==> src/rtl/sram_arb_pkg.sv <==
// Shared types and constants for the two-requester SRAM arbiter.
package sram_arb_pkg;

    localparam int unsigned MAX_OUT_DEFAULT = 2;
    localparam int unsigned ADDR_W          = 32;
    localparam int unsigned DATA_W          = 32;
    localparam int unsigned STRB_W          = 4;
    // Sized for the largest legal MAX_OUT (4).
    localparam int unsigned PTR_W           = 2;
    localparam int unsigned CNT_W           = 3;

    typedef enum logic {
        OWNER_INST = 1'b0,
        OWNER_DATA = 1'b1
    } owner_e;

    typedef enum logic [1:0] {
        LOCK_NONE = 2'd0,
        LOCK_INST = 2'd1,
        LOCK_DATA = 2'd2
    } lock_e;

    typedef struct packed {
        logic [ADDR_W-1:0] addr;
        logic [STRB_W-1:0] wstrb;
        logic [DATA_W-1:0] wdata;
    } mem_cmd_t;

    function automatic lock_e lock_of(owner_e owner);
        return (owner == OWNER_DATA) ? LOCK_DATA : LOCK_INST;
    endfunction

endpackage

==> src/rtl/sram_arbiter_if.sv <==
// Requester and memory-side signals of the SRAM arbiter.
interface sram_arbiter_if;
    import sram_arb_pkg::*;

    logic              inst_req;
    logic [ADDR_W-1:0] inst_addr;
    logic              inst_addr_ok;
    logic              inst_data_ok;
    logic [DATA_W-1:0] inst_rdata;

    logic              data_req;
    logic [STRB_W-1:0] data_wstrb;
    logic [ADDR_W-1:0] data_addr;
    logic [DATA_W-1:0] data_wdata;
    logic              data_addr_ok;
    logic              data_data_ok;
    logic [DATA_W-1:0] data_rdata;

    logic              mem_req;
    logic [STRB_W-1:0] mem_wstrb;
    logic [ADDR_W-1:0] mem_addr;
    logic [DATA_W-1:0] mem_wdata;
    logic              mem_addr_ok;
    logic              mem_data_ok;
    logic [DATA_W-1:0] mem_rdata;

    // Environment view: requesters plus memory.
    modport master (
        output inst_req, inst_addr, data_req, data_wstrb, data_addr, data_wdata,
        output mem_addr_ok, mem_data_ok, mem_rdata,
        input  inst_addr_ok, inst_data_ok, inst_rdata,
        input  data_addr_ok, data_data_ok, data_rdata,
        input  mem_req, mem_wstrb, mem_addr, mem_wdata
    );

    // Arbiter view.
    modport slave (
        input  inst_req, inst_addr, data_req, data_wstrb, data_addr, data_wdata,
        input  mem_addr_ok, mem_data_ok, mem_rdata,
        output inst_addr_ok, inst_data_ok, inst_rdata,
        output data_addr_ok, data_data_ok, data_rdata,
        output mem_req, mem_wstrb, mem_addr, mem_wdata
    );

endinterface

==> src/rtl/sram_arb_owner_fifo.sv <==
// In-order record of which requester owns each outstanding memory transaction.
module sram_arb_owner_fifo
    import sram_arb_pkg::*;
#(
    parameter int unsigned DEPTH = MAX_OUT_DEFAULT
) (
    input  logic             clk,
    input  logic             reset,
    input  logic             push,
    input  owner_e           push_owner,
    input  logic             pop,
    output owner_e           head,
    output logic [CNT_W-1:0] count,
    output logic             full,
    output logic             empty
);

    owner_e           slots [2**PTR_W];
    logic [PTR_W-1:0] wr_ptr;
    logic [PTR_W-1:0] rd_ptr;
    logic             do_push;
    logic             do_pop;

    function automatic logic [PTR_W-1:0] next_ptr(logic [PTR_W-1:0] ptr);
        return (ptr == PTR_W'(DEPTH - 1)) ? '0 : ptr + PTR_W'(1);
    endfunction

    assign full    = (count == CNT_W'(DEPTH));
    assign empty   = (count == '0);
    assign do_push = push & ~full;
    assign do_pop  = pop & ~empty;
    assign head    = slots[rd_ptr];

    always_ff @(posedge clk) begin
        if (reset) begin
            wr_ptr <= '0;
            rd_ptr <= '0;
            count  <= '0;
        end else begin
            if (do_push) wr_ptr <= next_ptr(wr_ptr);
            if (do_pop)  rd_ptr <= next_ptr(rd_ptr);
            count <= count + CNT_W'(do_push) - CNT_W'(do_pop);
        end
    end

    // Owner storage needs no reset; only slots behind a valid count are read.
    always_ff @(posedge clk) begin
        if (do_push) slots[wr_ptr] <= push_owner;
    end

endmodule

==> src/rtl/sram_arbiter.sv <==
// Arbitrates the IF and EXE requesters onto one pipelined SRAM port and routes
// in-order responses back to the requester that issued each transaction.
module sram_arbiter
    import sram_arb_pkg::*;
#(
    parameter int unsigned MAX_OUT = MAX_OUT_DEFAULT
) (
    input logic           clk,
    input logic           reset,
    sram_arbiter_if.slave bus
);

    lock_e            lock_q;
    lock_e            lock_d;
    owner_e           winner;
    owner_e           head;
    mem_cmd_t         inst_cmd;
    mem_cmd_t         data_cmd;
    mem_cmd_t         mem_cmd;
    logic             full;
    logic             empty;
    logic             accept;
    logic             pop;
    logic [CNT_W-1:0] count;
    logic             unused_count;

    assign inst_cmd = '{addr: bus.inst_addr, wstrb: '0, wdata: '0};
    assign data_cmd = '{addr: bus.data_addr, wstrb: bus.data_wstrb, wdata: bus.data_wdata};

    assign bus.mem_req = (bus.inst_req | bus.data_req) & ~full & ~reset;
    assign accept      = bus.mem_req & bus.mem_addr_ok;
    assign pop         = bus.mem_data_ok & ~empty & ~reset;

    // Grant selection and lock tracking: a stalled request keeps its grant until accepted.
    always_comb begin
        lock_d = lock_q;
        winner = bus.data_req ? OWNER_DATA : OWNER_INST;
        unique case (lock_q)
            LOCK_INST: winner = OWNER_INST;
            LOCK_DATA: winner = OWNER_DATA;
            default:   ;
        endcase
        if (bus.mem_req & ~bus.mem_addr_ok) begin
            lock_d = lock_of(winner);
        end else if (accept) begin
            lock_d = LOCK_NONE;
        end
    end

    always_ff @(posedge clk) begin
        if (reset) lock_q <= LOCK_NONE;
        else       lock_q <= lock_d;
    end

    assign mem_cmd       = (winner == OWNER_DATA) ? data_cmd : inst_cmd;
    assign bus.mem_addr  = mem_cmd.addr;
    assign bus.mem_wstrb = mem_cmd.wstrb;
    assign bus.mem_wdata = mem_cmd.wdata;

    assign bus.inst_addr_ok = accept & (winner == OWNER_INST);
    assign bus.data_addr_ok = accept & (winner == OWNER_DATA);

    assign bus.inst_data_ok = pop & (head == OWNER_INST);
    assign bus.data_data_ok = pop & (head == OWNER_DATA);
    assign bus.inst_rdata   = bus.mem_rdata;
    assign bus.data_rdata   = bus.mem_rdata;

    sram_arb_owner_fifo #(
        .DEPTH (MAX_OUT)
    ) u_owner_fifo (
        .clk        (clk),
        .reset      (reset),
        .push       (accept),
        .push_owner (winner),
        .pop        (pop),
        .head       (head),
        .count      (count),
        .full       (full),
        .empty      (empty)
    );

    assign unused_count = ^count;

endmodule
==> src/flat_wrapper.sv <==
// flat-port wrapper written by rule: the top's interface ports become plain ports
module sram_arbiter_flat import sram_arb_pkg::*;
#(
    parameter int unsigned MAX_OUT = MAX_OUT_DEFAULT
)
  (clk, reset, bus_inst_req, bus_inst_addr, bus_data_req, bus_data_wstrb, bus_data_addr, bus_data_wdata, bus_mem_addr_ok, bus_mem_data_ok, bus_mem_rdata, bus_inst_addr_ok, bus_inst_data_ok, bus_inst_rdata, bus_data_addr_ok, bus_data_data_ok, bus_data_rdata, bus_mem_req, bus_mem_wstrb, bus_mem_addr, bus_mem_wdata);
  sram_arbiter_if bus_i ();
  input logic clk;
  input logic reset;
  input wire logic [$bits(bus_i.inst_req)-1:0] bus_inst_req;
  input wire logic [$bits(bus_i.inst_addr)-1:0] bus_inst_addr;
  input wire logic [$bits(bus_i.data_req)-1:0] bus_data_req;
  input wire logic [$bits(bus_i.data_wstrb)-1:0] bus_data_wstrb;
  input wire logic [$bits(bus_i.data_addr)-1:0] bus_data_addr;
  input wire logic [$bits(bus_i.data_wdata)-1:0] bus_data_wdata;
  input wire logic [$bits(bus_i.mem_addr_ok)-1:0] bus_mem_addr_ok;
  input wire logic [$bits(bus_i.mem_data_ok)-1:0] bus_mem_data_ok;
  input wire logic [$bits(bus_i.mem_rdata)-1:0] bus_mem_rdata;
  output wire logic [$bits(bus_i.inst_addr_ok)-1:0] bus_inst_addr_ok;
  output wire logic [$bits(bus_i.inst_data_ok)-1:0] bus_inst_data_ok;
  output wire logic [$bits(bus_i.inst_rdata)-1:0] bus_inst_rdata;
  output wire logic [$bits(bus_i.data_addr_ok)-1:0] bus_data_addr_ok;
  output wire logic [$bits(bus_i.data_data_ok)-1:0] bus_data_data_ok;
  output wire logic [$bits(bus_i.data_rdata)-1:0] bus_data_rdata;
  output wire logic [$bits(bus_i.mem_req)-1:0] bus_mem_req;
  output wire logic [$bits(bus_i.mem_wstrb)-1:0] bus_mem_wstrb;
  output wire logic [$bits(bus_i.mem_addr)-1:0] bus_mem_addr;
  output wire logic [$bits(bus_i.mem_wdata)-1:0] bus_mem_wdata;
  assign bus_i.inst_req = bus_inst_req;
  assign bus_i.inst_addr = bus_inst_addr;
  assign bus_i.data_req = bus_data_req;
  assign bus_i.data_wstrb = bus_data_wstrb;
  assign bus_i.data_addr = bus_data_addr;
  assign bus_i.data_wdata = bus_data_wdata;
  assign bus_i.mem_addr_ok = bus_mem_addr_ok;
  assign bus_i.mem_data_ok = bus_mem_data_ok;
  assign bus_i.mem_rdata = bus_mem_rdata;
  assign bus_inst_addr_ok = bus_i.inst_addr_ok;
  assign bus_inst_data_ok = bus_i.inst_data_ok;
  assign bus_inst_rdata = bus_i.inst_rdata;
  assign bus_data_addr_ok = bus_i.data_addr_ok;
  assign bus_data_data_ok = bus_i.data_data_ok;
  assign bus_data_rdata = bus_i.data_rdata;
  assign bus_mem_req = bus_i.mem_req;
  assign bus_mem_wstrb = bus_i.mem_wstrb;
  assign bus_mem_addr = bus_i.mem_addr;
  assign bus_mem_wdata = bus_i.mem_wdata;
  sram_arbiter #(.MAX_OUT(MAX_OUT)) u_core (.clk(clk), .reset(reset), .bus(bus_i));
endmodule
==> config.mk <==
export PLATFORM = sky130hd
export DESIGN_NAME = sram_arbiter_flat
export DESIGN_NICKNAME = d
export VERILOG_FILES = /design/src/rtl/sram_arb_pkg.sv /design/src/rtl/sram_arbiter_if.sv /design/src/rtl/sram_arb_owner_fifo.sv /design/src/rtl/sram_arbiter.sv /design/src/flat_wrapper.sv
export SDC_FILE = /design/constraint.sdc
export NUM_CORES = 1
export LEC_CHECK = 0
export ABC_AREA = 1
export BUFFER_PORTS_ARGS = -buffer_cell sky130_fd_sc_hd__buf_2
export CORE_AREA = 5 5 105 107
export DETAILED_ROUTE_END_ITERATION = 7
export DIE_AREA = 0 0 110 112
export PLACE_DENSITY = 0.58
export SLEW_MARGIN = 10
export SYNTH_ARGS = -nofsm -noshare
export SYNTH_HDL_FRONTEND = slang
export SYNTH_SLANG_ARGS = --single-unit
==> constraint.sdc <==
create_clock -name clk -period 2.23 [get_ports clk]
set_clock_uncertainty 0.2 [all_clocks]
set_input_delay 0.223 -clock clk [delete_from_list [all_inputs] [get_ports clk]]
set_output_delay 0.223 -clock clk [all_outputs]
set_load 0.02 [all_outputs]
== Word-level counts from Yosys, hierarchy flattened ==
Memories as Yosys holds them, arrays and structs flattened. A register that Yosys moved wholly into a read port is not among the register bits.
Cells that the tools add are included.

* Bitwise operators: 19
* Eq/ne operators: 5
* Muxes and demuxes: 12
* Add/sub/neg operators: 4
* Reductions and logical operators: 2

{| class="wikitable"
|+ Operator list
! cell !! number
|-
| two-way mux 68 bit || 1
|-
| two-way mux 2 bit || 7
|-
| AND 1 bit || 12
|-
| equality test 2 x 1 -> 1 bit, second input constant || 3
|-
| inverter 1 bit || 6
|-
| adder 2 x 1 -> 2 bit, second input constant || 2
|-
| adder 3 x 1 -> 3 bit || 1
|-
| equality test 3 x 2 -> 1 bit, second input constant || 1
|-
| zero test 3 bit || 1
|-
| two-way mux 1 bit || 3
|-
| subtractor 3 x 1 -> 3 bit || 1
|-
| equality test 2 bit, second input constant || 1
|-
| one-hot mux 1 bit (2 select lines) || 1
|-
| nonzero test 2 bit || 1
|-
| OR 1 bit || 1
|}

* Input port bits: 138
* Memories: 1
* Register bits after elaboration: 9
* RAM bits: 4
* Output and inout bits: 137

{| class="wikitable"
|+ Memories
! name !! words !! bits a word !! rd ports !! clocked after memory_dff !! write ports !! RTL line !! RTL
|-
| u_core.u_owner_fifo.slots || 4 || 1 || 1 || 1 || 1 || sram_arb_owner_fifo.sv:18 || <nowiki>owner_e slots [2**PTR_W];</nowiki>
|}

== Logic depth before layout (Yosys ltp) ==
Gate-level depths: netlist of the first run.

* Depth in word-level cells: 8
* Mapped depth: 10

== Modules after synthesis ==
A second synthesis of the first run with hierarchy kept.

* Cells, all modules: 340
* Area total of the unflattened synthesis: 1940.6 um2

{| class="wikitable"
|+ By module, submodules not included
! module !! cells an instance !! times used !! area each (um2)
|-
| sram_arbiter || 278 || 1 || 1396.3
|-
| sram_arb_owner_fifo || 62 || 1 || 544.3
|}

== Worst setup path after synthesis of the first run ==
Ideal clock, no wire load.

* Kind: register -> register
* From: reg u_core.u_owner_fifo.count[2]
* To: reg u_core.u_owner_fifo.count[2]
* Data required time: 1.916 ns
* Arrival: 1.529 ns
* Period minus slack after synthesis: 1.843 ns
* Stages on the path, launching flop included: 10
* Slack: 0.387 ns
* Cells stage by stage: dfxtp_1 -> inv_1 -> nand3_2 -> nand3_2 -> nand4_1 -> nand2_1 -> ha_1 -> fa_1 -> xor2_1 -> nor2_1

* Word-level cells in the longest chain between the ends: 8
* Elaborated cells between the ends (all ways): 13
* Those cells by class: add/sub (2); eq/ne (1); bitwise (9); reduce/logical (1)

{| class="wikitable"
|+ RTL lines
! element !! RTL line !! RTL
|-
| from (decl) || sram_arb_owner_fifo.sv:13 || <nowiki>output logic [CNT_W-1:0] count,</nowiki>
|-
| from (signal assigned) || sram_arb_owner_fifo.sv:42 || <nowiki>count <= count + CNT_W'(do_push) - CNT_W'(do_pop);</nowiki>
|-
| equality test 3 x 2 -> 1 bit || sram_arb_owner_fifo.sv:28 || <nowiki>assign full = (count == CNT_W'(DEPTH));</nowiki>
|-
| inverter 1 bit || sram_arb_owner_fifo.sv:30, sram_arbiter.sv:30 ||
|-
| AND 1 bit (2 in series) || sram_arbiter.sv:30 || <nowiki>assign bus.mem_req = (bus.inst_req | bus.data_req) & ~full & ~reset;</nowiki>
|-
| AND 1 bit || sram_arbiter.sv:31 || <nowiki>assign accept = bus.mem_req & bus.mem_addr_ok;</nowiki>
|-
| AND 1 bit || sram_arb_owner_fifo.sv:30 || <nowiki>assign do_push = push & ~full;</nowiki>
|-
| adder 3 x 1 -> 3 bit || sram_arb_owner_fifo.sv:42 ||
|-
| subtractor 3 x 1 -> 3 bit (*) || sram_arb_owner_fifo.sv:42 ||
|}

Mark *: on every way between the ends. The rest lies on a longest branch, timed or not.
A chain may end at the register's enable or synchronous reset.

== Worst setup path after layout of the first run ==
* From: reg u_core.lock_q[0]
* To: out bus_data_addr_ok

* Word-level cells in the longest chain between the ends: 3
* Elaborated cells between the ends (all ways): 4
* Those cells by class: eq/ne (2); mux (1); bitwise (1)

{| class="wikitable"
|+ RTL lines
! element !! RTL line !! RTL
|-
| from (decl) || sram_arbiter.sv:13 || <nowiki>lock_e lock_q;</nowiki>
|-
| from (signal assigned) || sram_arbiter.sv:52 || <nowiki>else lock_q <= lock_d;</nowiki>
|-
| equality test 2 bit / equality test 2 x 1 -> 1 bit (equally long branches) || sram_arbiter.sv:38 || <nowiki>unique case (lock_q)</nowiki>
|-
| one-hot mux 1 bit (2 select lines) (*) || sram_arbiter.sv:38 ||
|-
| AND 1 bit (*) || sram_arbiter.sv:61 || <nowiki>assign bus.data_addr_ok = accept & (winner == OWNER_DATA);</nowiki>
|-
| to (decl) || flat_wrapper.sv:22 || <nowiki>output wire logic [$bits(bus_i.data_addr_ok)-1:0] bus_data_addr_ok;</nowiki>
|}

Marks and branches as above.

==> metrics list, run 1 <==
* Number of core rows: 37
- Before antenna repair, the detailed router went through 4 iterations.
* Worst stage delay on the critical path: 0.33 ns
- After layout, the minimum clock period comes to 2.094 ns.
- Global routing met2 resource utilization: 16.10%
- Of the total synthesized cell area, the portion taken by XOR and XNOR cells is 0.9229%.
* Clock tree from TritonCTS: done
* Met3 capacity usage during global routing: 2.377%
- Yosys mapped a number of flops with a built-in enable equal to 4.
- Overall via count from detail_route: 2243
* Total number of nets in the final design: 596
* Number of buffers inserted during clock tree synthesis: 3
* Top_reg_cell synth: dfxtp_1
* Setup violations, final: 0
- CTS built an H-tree with a depth of 1.
* Count of routing violations after the opening detailed-route iteration: 96
- The number of global-route vias before repair is 2062.
- Summing the areas of all fa, ha and maj instances in the mapped netlist gives 2.373% of the synthesized area.
* Netlist area before placement: 1898 sq um
* Total design power: 1.618 mW
- Capturing element type of the critical path: primary output
- The sequential cells in the finished layout cover a total of 340.3 sq um.
- Fillers: 1127
- From synthesis to final layout, the design area changed by 46.28%.
- Crit path launch type: register
- The number of antenna violations at the first check in global routing came to 0.
* Setup slack after placement: 0.2338 ns
- Data arrival time at the worst-slack endpoint: 1.67 ns
- Cell count after synthesis: 332
- Across the run, the number of max-cap violations was 0.
- Headroom to the max-slew limit came out at 85.55%.
- Of the synthesized area, sequential elements account for 17.93%.
* Worst-path clk slew: 0.06 ns
* Post-cts hold buffer count: 0
- The initial utilization of the core area, before any placement, comes to 18.89%.
- F_max: 0.4776 GHz
- Net count of the mapped netlist: 473
- Post-Synth Simple-Gate Area: 36.91%
* Total global routing track utilization: 8.129%
* Core Box Area: 10050 sq um
- After routing the design area is 2776 sq um.
- By area the synthesized netlist is led by buf_4 25%, nand2_1 22%, dfxtp_1 12%.
* Yosys Warn Count: 0
- Most Crowded Layer GR: met2
* Worst slew pin tran: 0.2145 ns
- On the final layout, the worst hold slack is 0.05826 ns.
- For this run the aggregate overflow at the end of global routing stands at 0.
- The floorplan step set the die height to 112 um.
- Status: completed
- Count of inserted antenna diode cells: 0
* Clock root cell: clkbuf_8
- Once layout is complete, the utilization of the core stands at 27.64%.
- Most instantiated cells after synthesis: 110 x nand2_1, 64 x buf_4, 53 x inv_1, 53 x nor2_1, 11 x dfxtp_1
- Count of unique library cells instantiated by Yosys: 21
- The synthesized netlist devotes 2.505% of its cell area to compound gates.
- Top cell type's share of synthesized area: 25.31%
- Hold path start: reset
* Final critical-path setup slack: 0.1361 ns
* Main combinational cell family by area after synthesis: buffers and inverters
- Register bit total from synthesis: 15
- Maximum clock insertion buffer count: 2
- Post-route setup TNS: 0 ns
- For this design the top-level I/O count stands at 275.
- Proportion of synthesized area in mux cells: 0%
- CP Max Fanout: 8
- Leak: 1.784 nW
- Setup repair after global routing left no endpoint under its margin.
- Area taken by multi-input logic gates: 868.3 sq um
- The first global-routing pass estimated 8383 um of wire.
- CP Cell Sequence: inv_1 > ha_4 > inv_2 > nand2_4 > nand2_4 > clkbuf_16 > nor2_1 > buf_2
- In the finished design, the share of the clock period the worst path needs comes to 93.90%.
* Maximum vdd drop: 0.0002120 V
- CP required: 1.81 ns
- Die Width: 110 um
- Startpoint of the most critical register-to-register path: u_core.u_owner_fifo.count[2]
- Pwr Density: 582.7 nW/um^2
- For this block, the routed nets add up to 7049 um of wire.
- DRC violations left: 0
- A synthesized cell averages 5.717 sq um.
- Cell type contributing the most total cell area after synthesis: buf_4
- Most frequent cell on the critical path: nand2_4
* Final Max Slew Viols: 0
* Fin. Hold Viols: 0
* Num Clock Sinks: 15
* Post-DR wirelength/cell: 11.95 um
- During placement, the flow inserted port buffers numbering 178.
- The finished layout holds 590 standard cells, fillers aside.
- For this run, asynchronously set or reset flops after synthesis account for 0%.
- Met1 track utilization from global routing: 7.932%
- Proportion of layout cells with a drive suffix above 1: 46.48%
- The die covers 12320 sq um.
* Number of nets still failing antenna checks after routing: 0
* Library cell with the highest instance count after synthesis: nand2_1
* Crit path kind: reg2out
- The worst hold path belongs to the class in2reg.
* Placed cell area: 2482 sq um
* Largest net degree at the start of global routing: 39
- Slowest stage cell, crit path: dfxtp_1
- Once placement completed, the tool counted placed cells totaling 575.
* Critical Path Source: u_core.lock_q[0]
- After legalization and detailed placement, the total HPWL measured 5131 um.
- Clock latency at the later pin of the worst-skew pair: 0.24 ns
- Using the TritonRoute via totals, the vias-per-cell ratio works out to 3.802.
- Gpl congestion: 0.7669
final cells by class:
type / count / share of cell area [%]
multi-input cells: 188 / 31.28
repair buffers: 191 / 41.10
well taps: 136 / 6.129
inverters: 56 / 7.571
clock inverters: 1 / 0.1803
flip-flops and latches: 15 / 12.26
clock buffers: 3 / 1.487
timing repair:
| item | CTS | global route |
|---|---|---|
| setup endpoints to repair | 0 | 29 |
| setup buffers | 0 | 2 |
| resized for setup | 0 | 10 |
layout by cell type, fill, tap and decap left out:
| cell | instances |
|---|---|
| buf_2 | 177 |
| nand2_1 | 108 |
| nor2_1 | 53 |
| inv_1 | 52 |
| dfxtp_1 | 11 |
| clkbuf_16 | 6 |
| inv_2 | 4 |
| nand2_4 | 4 |
| nand3_2 | 4 |
| nand4_1 | 4 |
| a21oi_1 | 4 |
| edfxtp_1 | 4 |
| clkbuf_8 | 3 |
| buf_4 | 3 |
| buf_12 | 3 |
| xor2_1 | 2 |
| buf_6 | 2 |
| nand2_8 | 1 |
| nor2_4 | 1 |
| o21ai_0 | 1 |
| o211ai_1 | 1 |
| o21ai_2 | 1 |
| a31oi_1 | 1 |
| fa_1 | 1 |
| ha_1 | 1 |
| ha_4 | 1 |
| clkinv_2 | 1 |
kinds of logic after synthesis:
group / Yosys count
and+or+nand+nor: 174
adders and majority gates: 3
xor gates and xnor gates: 2
AOI/OAI and AO/OA: 8
buffers and inverters: 130
DFF: 15
per-layer routing:
layer / vias to the layer above / part of all wire (%)
li1: 1142 / -
met1: 939 / 37
met2: 147 / 49
met3: 15 / 12
met4: 0 / 1.2
met5: - / 0
critical path, delay by kind of cell, from the launching register on:
| family | cells | cell delay [ns] |
|---|---|---|
| simple gates | 3 | 0.33 |
| flops | 1 | 0.33 |
| buf+inv | 4 | 0.48 |
| fa+ha+maj | 1 | 0.29 |
power breakdown:
part,total (mW),switching [mW],internal [mW]
combinational,1.06,0.633,0.427
sequential,0.339,0.0235,0.315
clock,0.219,0.0956,0.124
total,1.62,0.752,0.866
final timing paths:
path	slack, ns	to	cells after the start
setup / recovery	0.14	bus_data_addr_ok	8
hold / removal	0.06	u_core.u_owner_fifo.count[1]	2
setup reg to reg	0.25	u_core.u_owner_fifo.count[2]	9
hold reg to reg	0.24	register	2
Note: power is estimated with default switching activity, not from simulation.
==> inputs of run 2 (changes only) <==
Clock period 2.23 ns to 2.2 ns, I/O delays scaled along.
==> run 2 against run 1 <==
Effect of this change:
- first-iteration DRC count grew 9.4%
- worst hold slack is essentially flat
- register-to-register slack lost 0.07 ns
- die area is the same
- worst setup slack lost 0.035 ns
- non-clock buffer count shrank 1
- global-route usage is essentially flat
- critical path type unchanged
- critical endpoint unchanged
==> metrics list, run 2 (same netlist as run 1, synthesis figures left out) <==
* Placed cell area: 2482 sq um
- In this run the deepest clock path goes through 2 buffers.
- Number of buffers inserted during clock tree synthesis: 3
* Setup repair after global routing missed its margin: no
- Summing internal, switching and leakage power gives 1.625 mW.
- Timing would allow up to 0.4765 GHz.
* Ratio of routed vias to standard cells: 3.837
- Once detailed placement completed, the half-perimeter wirelength came to 5128 um.
* Final critical-path setup slack: 0.1015 ns
- The path with the worst hold slack has its endpoint at u_core.lock_q[0].
- Minimum setup slack among reg-to-reg paths: 0.18 ns
* Global route overflow: 0
- For this run, global-route usage on met3 was measured as 2.261%.
* Register area: 340.3 sq um
* Most Crowded Layer GR: met2
- Before CTS, the worst setup slack after placement is 0.1628 ns.
- Setup violations, final: 0
- Clock latency at the later pin of the worst-skew pair: 0.24 ns
- In this run the standard cell core region covers 10050 sq um.
- Cells with a size suffix above 1 make up 46.36% of the layout.
* Global-route wire length before repair: 8418 um
- The library cell used most frequently in the layout, excluding fill and tap cells, is buf_2.
- Clock tree from TritonCTS: done
* Die Width: 110 um
- Largest net degree at the start of global routing: 35
- The final critical path takes up 95.39% of the cycle.
* Fillers: 1133
* Slowest stage cell, crit path: dfxtp_1
- Initial Utilization: 18.89%
- In this design, the largest share of critical-path delay is due to buffers and inverters.
* DRC violations left: 0
* Status: completed
* Crit path kind: reg2out
- Post-route setup TNS: 0 ns
- The first detailed-routing pass ran for 4 iterations.
- Final core utilization: 27.54%
- Max transition margin: 86.18%
- The number of antenna violations at the first check in global routing was 0.
* Vias in the first global route: 2096
* # H-tree levels: 1
- STA puts the critical path data required time at 1.78 ns.
- 275 I/O pins were placed.
- Capturing element type of the critical path: primary output
- Counting every sink on the clock net gives 15.
- In the layout the commonest cells are 165 x buf_2, 108 x nand2_1, 53 x nor2_1.
- Time the final worst path needs with I/O delays and setup: 2.099 ns
- Dividing total power by cell area gives a power density of 587.6 nW/um^2.
- Die Span Y: 112 um
- Post-DR wirelength/cell: 11.49 um
- Counting both buffers and inverters, the worst setup path holds a total of 4.
- Hold Slack: 0.05876 ns
* Cell Count, Final, Fillers Out: 589
* Worst stage delay on the critical path: 0.33 ns
- After detailed placement, the design holds a cell count of 575.
- Routability-driven placement finished with a final weighted congestion of 0.7613.
- Max-cap violations in this run came to 0.
- Total global routing track utilization: 8.104%
- For this run, the post-layout net count is 595.
- The worst register-to-register path begins at u_core.u_owner_fifo.count[2].
- The routed layout has 2260 vias.
- Data arrival time at the worst-slack endpoint: 1.68 ns
- In this run the worst hold path is classified as in2reg.
- In this run the remaining antenna-violating nets after routing total 0.
* Maximum vdd drop: 0.0002123 V
- Worst slew pin tran: 0.2052 ns
* Buffers added on ports: 178
- FF-to-FF End: u_core.u_owner_fifo.count[2]
- The worst hold path passes through 2 cells.
- The first routing iteration left 105 violations.
- For this run, global-route usage on met1 was measured as 8.101%.
- Row generation in the floorplan step produced 37 rows.
* Final Max Slew Viols: 0
- Global routing met2 resource utilization: 15.86%
- Final design instance area without fill: 2766 sq um
- CP Cell Sequence: inv_1 > ha_4 > inv_2 > nand2_2 > nand2_8 > clkbuf_16 > nor2_1 > buf_4
- Hold path start: reset
- Measured in cells, the most critical reg-to-reg path has a length of 9.
- CP Max Fanout: 16
- Signed area change from the synthesized netlist to the final layout: 45.75%
* Count of inserted antenna diode cells: 0
* Fin. Hold Viols: 0
- Die footprint: 12320 sq um
- Area taken by multi-input logic gates: 853.3 sq um
* Post-cts hold buffer count: 0
- Clock root cell: clkbuf_8
* Routed wire length: 6765 um
* Leak: 1.775 nW
- Worst-path clk slew: 0.06 ns
- Crit path launch type: register
run 2: worst max-delay path by stage:
stage | startpoint | slack (ns) | cells past startpoint | endpoint
4_1_cts | u_core.lock_q[0] | 0.009 | 9 | bus_mem_addr[6]
3_3_place_gp | reset | 0.23 | 9 | u_core.u_owner_fifo.count[2]
3_5_place_dp | reset | 0.16 | 9 | u_core.u_owner_fifo.count[2]
5_1_grt | u_core.lock_q[0] | 0.0006 | 9 | bus_mem_addr[28]
6_report | u_core.lock_q[0] | 0.10 | 8 | bus_data_addr_ok
2_1_floorplan | u_core.u_owner_fifo.count[2] | 0.36 | 9 | u_core.u_owner_fifo.count[2]
run 2: power by group:
part / switching, mW / internal, mW / leakage (nW)
Combinational: 0.631 / 0.434 / 1.62
Sequential: 0.0237 / 0.319 / 0.126
Clock: 0.0920 / 0.125 / 0.0255
Total: 0.747 / 0.879 / 1.77
run 2: per-layer routing:
layer  vias to the layer above  wire [um]
met2                       153       3312
met1                       953       2564
met5                         -          0
li1                       1141          -
met4                         0         75
met3                        13        813
run 2: final cells by class:
class / instances / area share, %
multi-input combinational: 188 / 30.85
clock inverter: 1 / 0.1809
sequential: 15 / 12.30
timing repair buffer: 190 / 41.43
tap: 136 / 6.151
inverter: 56 / 7.598
clock buffer: 3 / 1.493
run 2: what timing repair did:
| item | in CTS | in global routing |
|---|---|---|
| pin swaps | 0 | 2 |
| setup buffers | 0 | 2 |
| setup endpoints to repair | 7 | 42 |
| resized for setup | 1 | 19 |
| cloned | 0 | 8 |
